--- config.mk ---
export PLATFORM = sky130hd
export DESIGN_NAME = risc32_debug_bridge
export DESIGN_NICKNAME = d
export VERILOG_FILES = /design/src/rtl/risc32_dbg_pkg.sv /design/src/rtl/dbg_rsp_serializer.sv /design/src/rtl/risc32_debug_bridge.sv
export SDC_FILE = /design/constraint.sdc
export NUM_CORES = 1
export LEC_CHECK = 0
export CORE_MARGIN = 3
export CORE_UTILIZATION = 42
export DETAILED_ROUTE_END_ITERATION = 12
export GPL_ROUTABILITY_DRIVEN = 0
export PLACE_DENSITY_LB_ADDON = 0.15
export SLEW_MARGIN = 10
export SYNTH_ARGS = -nofsm -noshare
export SYNTH_HDL_FRONTEND = slang
export SYNTH_SLANG_ARGS = --single-unit
--- constraint.sdc ---
create_clock -name clk -period 4.3 [get_ports clk]
set_clock_uncertainty 0.1 [all_clocks]
set_input_delay 1.075 -clock clk [delete_from_list [all_inputs] [get_ports clk]]
set_output_delay 1.075 -clock clk [all_outputs]
set_load 0.02 [all_outputs]
--- src/rtl/risc32_dbg_pkg.sv ---
// Shared opcodes, response codes and FSM states for the Risc32 debug bridge.
package risc32_dbg_pkg;

    localparam logic [7:0] OP_WR_IM  = 8'h01;
    localparam logic [7:0] OP_WR_DM  = 8'h02;
    localparam logic [7:0] OP_WR_RF  = 8'h03;
    localparam logic [7:0] OP_RD_DM  = 8'h04;
    localparam logic [7:0] OP_RD_RF  = 8'h05;
    localparam logic [7:0] OP_SET_PC = 8'h06;
    localparam logic [7:0] OP_STEP   = 8'h07;
    localparam logic [7:0] OP_RUN    = 8'h08;
    localparam logic [7:0] OP_HALT   = 8'h09;

    localparam logic [7:0] RSP_ACK     = 8'hA5;
    localparam logic [7:0] RSP_UNKNOWN = 8'hEE;
    localparam logic [7:0] RSP_BUSY    = 8'hE1;

    typedef enum logic [2:0] {
        ST_IDLE,
        ST_ADDR,
        ST_DATA,
        ST_EXEC,
        ST_RSP
    } dbg_state_t;

    function automatic logic op_known(input logic [7:0] op);
        return (op >= OP_WR_IM) && (op <= OP_HALT);
    endfunction

    // Opcodes 0x01-0x06 carry an address byte and need the core halted.
    function automatic logic op_has_addr(input logic [7:0] op);
        return (op >= OP_WR_IM) && (op <= OP_SET_PC);
    endfunction

    function automatic logic op_is_read(input logic [7:0] op);
        return (op == OP_RD_DM) || (op == OP_RD_RF);
    endfunction

endpackage

--- src/rtl/dbg_rsp_serializer.sv ---
// Holds a response word and shifts it out LSB-first, one byte per valid/ready handshake.
module dbg_rsp_serializer (
    input  logic        clk,
    input  logic        rst,
    input  logic        load,
    input  logic [31:0] word,
    input  logic [2:0]  count,
    input  logic        rsp_ready,
    output logic        rsp_valid,
    output logic [7:0]  rsp_byte,
    output logic        done
);

    logic [31:0] shift_q;
    logic [2:0]  left_q;

    assign rsp_valid = (left_q != 3'd0);
    assign rsp_byte  = shift_q[7:0];
    assign done      = rsp_valid && rsp_ready && (left_q == 3'd1);

    always_ff @(posedge clk or posedge rst) begin
        if (rst) begin
            shift_q <= 32'h0;
            left_q  <= 3'd0;
        end else if (load) begin
            shift_q <= word;
            left_q  <= count;
        end else if (rsp_valid && rsp_ready) begin
            shift_q <= {8'h00, shift_q[31:8]};
            left_q  <= left_q - 3'd1;
        end
    end

endmodule

--- src/rtl/risc32_debug_bridge.sv ---
// Host byte-stream to Risc32 debug ports: halt/step/run control plus IM/DM/RF/PC peek and poke.
module risc32_debug_bridge
    import risc32_dbg_pkg::*;
#(
    parameter int IM_AW = 4,
    parameter int DM_AW = 5
) (
    input  logic              clk,
    input  logic              rst,
    input  logic              cmd_valid,
    output logic              cmd_ready,
    input  logic [7:0]        cmd_byte,
    output logic              rsp_valid,
    input  logic              rsp_ready,
    output logic [7:0]        rsp_byte,
    output logic              im_we,
    output logic [IM_AW-1:0]  im_addr,
    output logic [31:0]       im_wdata,
    output logic              dm_we,
    output logic [DM_AW-1:0]  dm_addr,
    output logic [31:0]       dm_wdata,
    input  logic [31:0]       dm_rdata,
    output logic              rf_we,
    output logic [4:0]        rf_addr,
    output logic [31:0]       rf_wdata,
    input  logic [31:0]       rf_rdata,
    output logic              pc_we,
    output logic [31:0]       pc_wdata,
    output logic              cpu_halt,
    output logic              cpu_step
);

    localparam int AW_MAX = (IM_AW > DM_AW) ? IM_AW : DM_AW;
    localparam int AW     = (AW_MAX > 5) ? AW_MAX : 5;

    dbg_state_t state, state_nxt;

    logic [7:0]    op_q;
    logic [AW-1:0] addr_q;
    logic [31:0]   data_q;
    logic [1:0]    cnt_q;
    logic          halt_q;

    logic          cmd_fire;
    logic          ser_load;
    logic [31:0]   ser_word;
    logic [2:0]    ser_count;
    logic          ser_done;
    logic          exec_ok;

    assign cmd_fire = cmd_valid && cmd_ready;

    always_ff @(posedge clk or posedge rst) begin
        if (rst) begin
            state <= ST_IDLE;
        end else begin
            state <= state_nxt;
        end
    end

    always_comb begin
        state_nxt = state;
        cmd_ready = 1'b0;
        ser_load  = 1'b0;
        ser_word  = 32'h0;
        ser_count = 3'd1;
        case (state)
            ST_IDLE: begin
                cmd_ready = 1'b1;
                if (cmd_fire) begin
                    if (!op_known(cmd_byte)) begin
                        state_nxt = ST_RSP;
                        ser_load  = 1'b1;
                        ser_word  = {24'h0, RSP_UNKNOWN};
                    end else if (op_has_addr(cmd_byte)) begin
                        state_nxt = ST_ADDR;
                    end else begin
                        state_nxt = ST_EXEC;
                    end
                end
            end
            ST_ADDR: begin
                cmd_ready = 1'b1;
                if (cmd_fire) begin
                    state_nxt = op_is_read(op_q) ? ST_EXEC : ST_DATA;
                end
            end
            ST_DATA: begin
                cmd_ready = 1'b1;
                if (cmd_fire && (cnt_q == 2'd3)) begin
                    state_nxt = ST_EXEC;
                end
            end
            ST_EXEC: begin
                state_nxt = ST_RSP;
                ser_load  = 1'b1;
                // Read data is captured here, at the end of the EXEC cycle.
                if (op_has_addr(op_q) && !halt_q) begin
                    ser_word = {24'h0, RSP_BUSY};
                end else if (op_q == OP_RD_DM) begin
                    ser_word  = dm_rdata;
                    ser_count = 3'd4;
                end else if (op_q == OP_RD_RF) begin
                    ser_word  = rf_rdata;
                    ser_count = 3'd4;
                end else begin
                    ser_word = {24'h0, RSP_ACK};
                end
            end
            ST_RSP: begin
                if (ser_done) begin
                    state_nxt = ST_IDLE;
                end
            end
            default: state_nxt = ST_IDLE;
        endcase
    end

    always_ff @(posedge clk or posedge rst) begin
        if (rst) begin
            op_q   <= 8'h00;
            addr_q <= '0;
            data_q <= 32'h0;
            cnt_q  <= 2'd0;
            halt_q <= 1'b1;
        end else begin
            case (state)
                ST_IDLE: if (cmd_fire) begin
                    op_q  <= cmd_byte;
                    cnt_q <= 2'd0;
                end
                ST_ADDR: if (cmd_fire) addr_q <= cmd_byte[AW-1:0];
                ST_DATA: if (cmd_fire) begin
                    data_q <= {cmd_byte, data_q[31:8]};
                    cnt_q  <= cnt_q + 2'd1;
                end
                ST_EXEC: begin
                    if (op_q == OP_RUN) halt_q <= 1'b0;
                    if (op_q == OP_HALT) halt_q <= 1'b1;
                end
                default: ;
            endcase
        end
    end

    // Every strobe, including STEP, only fires while the core is halted.
    assign exec_ok  = (state == ST_EXEC) && halt_q;
    assign im_we    = exec_ok && (op_q == OP_WR_IM);
    assign dm_we    = exec_ok && (op_q == OP_WR_DM);
    assign rf_we    = exec_ok && (op_q == OP_WR_RF) && (addr_q[4:0] != 5'd0);
    assign pc_we    = exec_ok && (op_q == OP_SET_PC);
    assign cpu_step = exec_ok && (op_q == OP_STEP);
    assign cpu_halt = halt_q;

    assign im_addr  = addr_q[IM_AW-1:0];
    assign dm_addr  = addr_q[DM_AW-1:0];
    assign rf_addr  = addr_q[4:0];
    assign im_wdata = data_q;
    assign dm_wdata = data_q;
    assign rf_wdata = data_q;
    assign pc_wdata = data_q;

    dbg_rsp_serializer u_ser (
        .clk       (clk),
        .rst       (rst),
        .load      (ser_load),
        .word      (ser_word),
        .count     (ser_count),
        .rsp_ready (rsp_ready),
        .rsp_valid (rsp_valid),
        .rsp_byte  (rsp_byte),
        .done      (ser_done)
    );

endmodule

==> impl_metrics.csv, run 1 <==
group,metric,value,unit
clocking,cts_tree,"built",
worst_setup_path,crit_path_start,"op_q[7]",
worst_setup_path,rrSetupSlack,1.97,ns
yosys,synth.avg_cell_area,10.8,um2
worst_setup_path,end_kind,"output pin",
worst_setup_path,rr_startpoint,"u_ser.left_q[0]",
route,post-route-drc-count,0,
route,highest-signal-layer,"met4",
yosys,ys.warnings.count,0,
die,num_rows,39,
route,ant_nets,0,
worst_setup_path,arrival,2.81,ns
placement,place_inst,718,
yosys,synth.distinct_cells,50,
sta,whs,0.400,ns
cells_and_area,fill_cells,981,
global_routing,grt_pass1_wl,18100,um
die,fp.dieW,116,um
clocking,clock_latency,0.33,ns
clocking,cts-root-buf,"clkbuf_16",
worst_setup_path,critical_path.slowest_cell,"or4_1",
status,outcome,"finished, final reports clean",
route,drtIter0Drc,185,
cells_and_area,layout.cells.non_filler,733,
sta,finalCritPeriodShare,92.6,%
sta,report.final.hold_viol_count,0,
worst_setup_path,critical_path.max_stage_delay,0.68,ns
power_and_ir_drop,ir_drop,316,uV
sta,setup_ws,0.317,ns
die,fp.dieH,116,um
worst_setup_path,cp_max_fo,6,
placement,preCtsSetupSlack,0.691,ns
clocking,clk_pin_slew,0.06,ns
route,wire_per_inst,16.6,um
cells_and_area,final_util,60.3,%
sta,setup_viol,0,
yosys,synth_cells,471,
route,wl_met2,5830,um
cells_and_area,drive_gt1_share,16.3,%
worst_setup_path,worstRegToRegCells,6,
route,viasPerCell,5.14,
die,num_io_pins,234,
clocking,cts.sinks,86,
yosys,synth_top_area_share,41.8,%
global_routing,track_usage,17.0,%
sta,finalSetupTns,0,ns
min_path,hold_class,"reg2reg",
yosys,synthArstFlopShare,100,%
yosys,post_synth_instance_area,0.00509,mm2
cells_and_area,nets,666,
global_routing,antenna_found_initial,0,
sta,period_minus_slack,3.98,ns
worst_setup_path,r2r-end,"state[2]",
yosys,synth_common_cells,"114 x buf_4, 85 x dfrtp_1, 64 x mux2_2, 29 x nand2_1, 20 x a2bb2oi_1",
cells_and_area,areaGrowthSynthToFinish,37.6,%
clocking,hold_buffers,0,
worst_setup_path,crit_family,"simple AND/OR/NAND/NOR gates",
worst_setup_path,crit_cells,5,
global_routing,grt_max_degree,39,
route,route.layer.met1.wl,5420,um
placement,dp_hpwl,9140,um
worst_setup_path,critPathKind,"reg2out",
power_and_ir_drop,p_leak,2.88,nW
clocking,cts-buffers-inserted,9,
route,drt-total-wl,12200,um
route,first_pass_iters,4,
die,start_util,43.8,%
global_routing,grt_pass1_vias,3561,
worst_setup_path,required,3.12,ns
die,die_area,0.0135,mm2
clocking,htree_levels,3,
worst_setup_path,crit_end,"rf_we",
run,cap_violations,0,
sta,report.final.slew_viol_count,0,
route,vias,3766,
yosys,synth-edff-count,0,
worst_setup_path,path_cells,"or4_1 -> nor4_2 -> nand2_1 -> a2111oi_1 -> clkdlybuf4s50_1",
yosys,ys_ff_latch,86,
worst_setup_path,critPathBufInv,1,
placement,portBuffers,233,
global_routing,grt_overflow,0,
cells_and_area,diodes,0,
yosys,yosys.area.top_type,"dfrtp_1",
sta,clock.fmax,251,MHz
yosys,synth_most_common_cell,"buf_4",
yosys,synth.area.top_cells,"dfrtp_1 42%, buf_4 17%, mux2_2 14%",
power_and_ir_drop,powerDensity,452,mW/mm2
yosys,synth_seq_area_share,42.3,%
sta,rsz0062_at_grt,"false",
route,wl_met3,797,um
yosys,syn_nets,551,
sta,worst_slew_pin_slew,0.940,ns
sta,max-slew-margin-rel,37.2,%
yosys,synth-main-ff-cell,"dfrtp_1",
clocking,ctsLongestPathBuffers,2,
worst_setup_path,cp-start-kind,"register",
die,core,0.0116,mm2
-- placed cells by master, fill, tap and decap left out, types with 2 or more instances in the layout --
cell type        synthesis  final
a211o_1                  2      2
a211oi_1                 2      2
a21boi_0                 2      2
a21oi_1                  6      6
a22oi_1                  4      4
a2bb2oi_1               20     20
and3_1                   3      2
buf_4                  114      8
clkbuf_16                0      9
clkbuf_8                 0      2
clkdlybuf4s50_1          0    233
dfrtp_1                 85     85
ha_1                     4      4
inv_1                    9      8
mux2_2                  64     64
mux2i_1                 14     14
nand2_1                 29     29
nand2b_1                 5      5
nand3_1                 10     10
nor2_1                   6      6
nor3_1                   7      7
nor4_1                   2      2
o211ai_1                18     18
o21a_1                   3      3
o21ai_0                 15     15
-- through the flow --
| step | power, mW | instance area (um2) |
|---|---|---|
| floorplan | 2.04 | 5090 |
| global placement | 2.36 | 6690 |
| detailed placement | 2.39 | 6690 |
| CTS | 3.20 | 7000 |
| global route | 3.34 | 7000 |
| finish | 3.17 | 7000 |
-- registers in the layout, indices dropped and copies added (netlist names) --
name / count
dm_addr: 5
u_ser.left_q: 3
op_q: 8
state: 3
u_ser.shift_q: 32
cpu_halt: 1
dm_wdata: 32
cnt_q: 2
-- per-layer routing --
layer	global-route usage, %	up-vias
li1	-	1790
met1	23.0	1815
met2	27.3	150
met3	3.55	11
met4	6.03	0
met5	0	-
-- cell type report --
class | instances | area, um2 | area share, %
tap | 143 | 179 | 2.55
clock buffer | 11 | 253 | 3.61
clock inverter | 4 | 55.1 | 0.786
inverter | 9 | 36.3 | 0.518
multi-input combinational | 239 | 1930 | 27.6
sequential | 86 | 2150 | 30.7
timing repair buffer | 241 | 2390 | 34.2
-- where the power goes --
part           switching (mW)  internal [mW]  total [mW]
Clock                   0.315          0.482       0.796
Combinational           0.574          0.641        1.22
Sequential              0.155           1.00        1.15
-- timing repair --
action,4_1_cts,5_1_grt
setup endpoints to repair,0,1
buffers inserted,0,0
resized for setup,0,1
-- worst reg2reg max path, cell delays in order (launching register included) --
cell      delay, ns
dfrtp_1        0.36
inv_1          0.09
ha_1           0.20
nand2b_1       0.18
nand2_1        0.59
o311ai_0       0.60
nand2_1        0.10
-- worst min-delay path by stage --
| stage | start | endpoint | cells past startpoint |
|---|---|---|---|
| floorplan | cnt_q[1] | cnt_q[1] | 2 |
| global placement | cnt_q[1] | cnt_q[1] | 2 |
| detailed placement | cnt_q[1] | cnt_q[1] | 2 |
| CTS | cnt_q[1] | cnt_q[1] | 2 |
| global route | cnt_q[1] | cnt_q[1] | 2 |
| finish | op_q[7] | op_q[7] | 1 |
-- logic make-up (layout without fill, tap and decap cells) --
group	count (synthesis)	after routing	share of synthesized area [%]
xor+xnor	1	1	0.172
buf+inv	146	265	19.8
simple gates	74	74	7.72
compound gates	82	82	12.0
flops	86	86	42.3
fa+ha+maj	4	4	0.984
mux	78	78	16.9
Note: power is estimated with default switching activity, not from simulation.
==> run 2: changes to the inputs <==
- CORE_MARGIN: 3 -> 10
==> impl_metrics.csv, run 2 (same netlist as run 1, synthesis figures left out) <==
group,metric,value,unit
worst_setup_path,end_kind,"output pin",
worst_setup_path,critical_path.max_stage_delay,0.69,ns
route,route.layer.met1.wl,5550,um
die,fp.dieH,130,um
die,num_rows,40,
cells_and_area,diodes,0,
sta,setup_viol,0,
global_routing,antenna_found_initial,0,
placement,place_area,0.00668,mm2
sta,report.final.hold_viol_count,0,
clocking,cts_tree,"built",
route,highest-signal-layer,"met4",
worst_setup_path,crit_family,"simple AND/OR/NAND/NOR gates",
route,wl_met2,6590,um
clocking,hold_buffers,0,
worst_setup_path,r2r-end,"u_ser.shift_q[15]",
route,drt-total-wl,13700,um
worst_setup_path,critPathKind,"reg2out",
power_and_ir_drop,powerDensity,445,mW/mm2
sta,rsz0062_at_grt,"false",
worst_setup_path,path_cells,"or4_1 -> nor4_2 -> nand2_1 -> a2111oi_1 -> clkdlybuf4s50_1",
power_and_ir_drop,power,3.11,mW
cells_and_area,fill_cells,1030,
power_and_ir_drop,ir_drop,247,uV
cells_and_area,layout_commonest_cell,"clkdlybuf4s50_1",
route,viasPerCell,5.15,
route,wl_met3,1450,um
worst_setup_path,critPathBufInv,1,
die,fp.dieW,130,um
cells_and_area,layout.cells.non_filler,737,
worst_setup_path,rrSetupSlack,1.92,ns
min_path,hold_class,"reg2reg",
clocking,cts_setup_buffers,0,
cells_and_area,nets,665,
cells_and_area,layout_common_cells,"233 x clkdlybuf4s50_1, 85 x dfrtp_1, 64 x mux2_2, 29 x nand2_1, 20 x a2bb2oi_1",
clocking,ctsLongestPathBuffers,2,
clocking,htree_levels,3,
die,core,0.0120,mm2
min_path,hold_start,"cnt_q[1]",
placement,portBuffers,233,
global_routing,grt_max_degree,87,
worst_setup_path,cp_max_fo,6,
route,post-route-drc-count,0,
status,outcome,"finished, final reports clean",
min_path,holdPathEnd,"cnt_q[1]",
cells_and_area,areaGrowthSynthToFinish,37.2,%
worst_setup_path,required,3.12,ns
route,ant_nets,0,
placement,dp_hpwl,10500,um
global_routing,grt_pass1_vias,3929,
worst_setup_path,rr_startpoint,"op_q[7]",
sta,whs,0.387,ns
placement,place_inst,720,
worst_setup_path,worstRegToRegCells,5,
die,num_io_pins,234,
cells_and_area,drive_gt1_share,16.1,%
sta,finalCritPeriodShare,94.0,%
sta,report.final.slew_viol_count,0,
worst_setup_path,cp-start-kind,"register",
run,cap_violations,0,
global_routing,track_usage,15.5,%
route,first_pass_iters,4,
clocking,cts-root-buf,"clkbuf_16",
cells_and_area,final_util,58.3,%
min_path,worstHoldPathCells,2,
sta,setup_ws,0.260,ns
die,start_util,42.5,%
sta,max-slew-margin-rel,30.2,%
sta,finalSetupTns,0,ns
sta,worst_slew_pin_slew,1.05,ns
clocking,clock_latency,0.34,ns
power_and_ir_drop,p_leak,2.86,nW
clocking,clk_pin_slew,0.06,ns
clocking,cts-buffers-inserted,9,
route,vias,3797,
sta,period_minus_slack,4.04,ns
placement,preCtsSetupSlack,0.645,ns
route,drtIter0Drc,187,
worst_setup_path,critical_path.slowest_cell,"or4_1",
cells_and_area,design_area,0.00698,mm2
sta,clock.fmax,248,MHz
global_routing,grt_overflow,0,
route,wire_per_inst,18.6,um
global_routing,grt_pass1_wl,20900,um
worst_setup_path,arrival,2.87,ns
die,die_area,0.0169,mm2
clocking,cts.sinks,86,
## run 2: cell count changes in the layout (fill, tap and decap cells not counted)
cell	change
and3_1	+1
and3_2	-1
buf_4	-2
buf_6	+1
bufinv_16	-1
clkbuf_8	-1
clkinv_2	+1
clkinv_4	-1
clkinvlp_4	+2
inv_6	+1
## run 2: timing repair
item	in CTS	in global routing
endpoints found under the hold margin	0	0
gates resized for setup	0	1
setup endpoints to repair	0	1
## run 2: final cells by class
type	instances	area (um2)	area share (%)
Sequential cell	86	2150	30.9
Clock inverter	6	45.0	0.645
Clock buffer	10	239	3.42
Tap cell	147	184	2.64
Multi-Input combinational cell	239	1930	27.7
Inverter	9	36.3	0.520
Timing Repair Buffer	240	2390	34.2
## run 2: worst max path at each step
stage | start | end | slack (ns) | cells after the start
finish | op_q[7] | rf_we | 0.26 | 5
floorplan | op_q[7] | rf_we | 0.74 | 5
global placement | op_q[7] | rf_we | 0.68 | 5
CTS | op_q[7] | rf_we | 0.26 | 5
detailed placement | op_q[7] | rf_we | 0.65 | 5
global route | op_q[7] | rf_we | 0.003 | 5
## run 2: power by group
group	internal (mW)	leakage (nW)	switching (mW)
registers	0.999	1.12	0.156
logic	0.639	1.61	0.579
clock network	0.410	0.132	0.326
total	2.05	2.86	1.06
## run 2: worst register-to-register path, delay by kind of cell (launching register included)
family | cells | cell delay (ns)
AO/OA/AOI/OAI | 1 | 0.13
buffers and inverters | 1 | 0.25
flip-flops | 1 | 0.38
AND/OR/NAND/NOR | 3 | 1.45
## run 2: layer usage
metal  track usage (%)  vias up
met1              18.7     1841
li1                  -     1793
met4              3.97        0
met5                 0        -
met3              6.45        7
met2              25.0      156
==> run 3: changes to the inputs <==
- SLEW_MARGIN: 10 -> 20
==> impl_metrics.csv, run 3 (same netlist as run 1, synthesis figures left out) <==
group,metric,value,unit
status,outcome,"finished, final reports clean",
power_and_ir_drop,combPwrFrac,39.5,%
route,drt-total-wl,13500,um
clocking,clk_pin_slew,0.06,ns
run,cap_violations,0,
power_and_ir_drop,swShare,33.9,%
placement,preCtsSetupSlack,0.664,ns
worst_setup_path,path_cells,"or4_1 -> nor4_2 -> nand2_1 -> a2111oi_0 -> clkdlybuf4s50_1",
clocking,hold_buffers,0,
sta,worst_slew_pin_slew,0.919,ns
placement,portBuffers,233,
power_and_ir_drop,clock_power_share,23.0,%
worst_setup_path,critical_path.slowest_cell,"or4_1",
clocking,cts_setup_buffers,0,
die,core,0.0120,mm2
power_and_ir_drop,intPower,2.03,mW
clocking,clock_latency,0.33,ns
sta,max-slew-margin-rel,38.6,%
sta,finalSetupTns,0,ns
route,viasPerCell,5.16,
sta,report.final.slew_viol_count,0,
clocking,cts-resized-gates,0,
sta,rsz0062_at_grt,"false",
route,drtIter0Drc,212,
cells_and_area,areaGrowthSynthToFinish,36.9,%
sta,report.final.hold_viol_count,0,
worst_setup_path,end_kind,"output pin",
global_routing,track_usage,15.4,%
sta,period_minus_slack,4.00,ns
worst_setup_path,cp_max_fo,6,
min_path,hold_class,"reg2reg",
cells_and_area,layout_common_cells,"233 x clkdlybuf4s50_1, 85 x dfrtp_1, 64 x mux2_2, 29 x nand2_1, 20 x a2bb2oi_1",
die,fp.dieW,130,um
clocking,cts.sinks,86,
global_routing,grt_max_degree,87,
global_routing,grt_pass1_vias,3959,
die,num_rows,40,
power_and_ir_drop,power.switching,1.04,mW
placement,dp_hpwl,10500,um
clocking,cts-buffers-inserted,9,
die,start_util,42.5,%
power_and_ir_drop,power_frac_seq,37.5,%
worst_setup_path,arrival,2.82,ns
worst_setup_path,critPathKind,"reg2out",
route,vias,3802,
sta,setup_viol,0,
power_and_ir_drop,powerDensity,441,mW/mm2
worst_setup_path,required,3.12,ns
clocking,htree_levels,3,
global_routing,grt_overflow,0,
cells_and_area,diodes,0,
sta,setup_ws,0.303,ns
cells_and_area,fill_cells,1035,
die,num_io_pins,234,
cells_and_area,multiInputGateArea,0.00193,mm2
die,die_area,0.0169,mm2
power_and_ir_drop,p_leak,2.86,nW
route,post-route-drc-count,0,
worst_setup_path,worstRegToRegCells,5,
worst_setup_path,cp-start-kind,"register",
sta,finalCritPeriodShare,93.0,%
global_routing,antenna_found_initial,0,
cells_and_area,nets,665,
clocking,cts-root-buf,"clkbuf_16",
route,ant_nets,0,
cells_and_area,regArea,0.00215,mm2
global_routing,grt_pass1_wl,20900,um
route,wire_per_inst,18.4,um
power_and_ir_drop,ir_drop,242,uV
cells_and_area,layout_commonest_cell,"clkdlybuf4s50_1",
cells_and_area,drive_gt1_share,16.1,%
clocking,ctsLongestPathBuffers,2,
sta,clock.fmax,250,MHz
worst_setup_path,critical_path.max_stage_delay,0.68,ns
clocking,cts_tree,"built",
min_path,worstHoldPathCells,2,
die,fp.dieH,130,um
route,first_pass_iters,4,
==> run 3: changes by cell type in the layout (fill, tap and decap cells not counted), sizes merged <==
cell      before  now
clkbuf        10    9
clkinvlp       3    2
clkinv         1    3
==> run 3: routing by layer <==
| metal | global-route usage [%] | up-vias | routed length, um |
|---|---|---|---|
| li1 | - | 1788 | - |
| met1 | 18.4 | 1847 | 5410 |
| met5 | 0 | - | 0 |
| met4 | 3.97 | 0 | 128 |
| met3 | 5.96 | 12 | 1490 |
| met2 | 25.3 | 155 | 6510 |
==> run 3: power by group through the flow <==
stage	registers, mW	clock network [mW]	logic [mW]
after floorplan	1.14	0	0.903
after CTS	1.15	0.728	1.24
final	1.15	0.708	1.21
after detailed placement	1.16	0	1.23
after global placement	1.16	0	1.21
after global routing	1.19	0.770	1.32
==> run 3: per-stage QoR <==
stage | total power [mW] | cells | cell area, um2 | utilization, % | hold WS, ns
after floorplan | 2.04 | 471 | 5090 | - | 0.353
after global placement | 2.37 | 720 | 6680 | 55.9 | 0.367
after detailed placement | 2.40 | 721 | 6690 | 55.9 | 0.380
after CTS | 3.12 | 737 | 6960 | 58.2 | 0.395
after global routing | 3.28 | 737 | 6970 | 58.2 | 0.427
final | 3.07 | 737 | 6970 | 58.2 | 0.388
==> run 3: worst max-delay path, delay by kind of cell, from the launching register on <==
kind	cells	cell delay [ns]
flops	1	0.37
compound gates	1	0.30
buf+inv	1	0.68
simple gates	3	1.13
==> run 3: worst paths after layout <==
kind | start | end | slack [ns]
max | op_q[7] | rf_we | 0.30
min | cnt_q[1] | cnt_q[1] | 0.39
max reg2reg | op_q[7] | u_ser.shift_q[1] | 1.89
min reg2reg | cnt_q[1] | cnt_q[1] | 0.39
max in group asynchronous | rst | dm_wdata[29] | 2.42
min in group asynchronous | rst | u_ser.shift_q[4] | 1.15
==> run 3: final cells by class <==
class | instances | share of cell area [%]
inverter | 9 | 0.557
clock inverter | 7 | 0.683
multi-input combinational | 239 | 27.7
tap | 147 | 2.64
timing repair buffer | 240 | 34.2
clock buffer | 9 | 3.23
sequential | 86 | 30.9
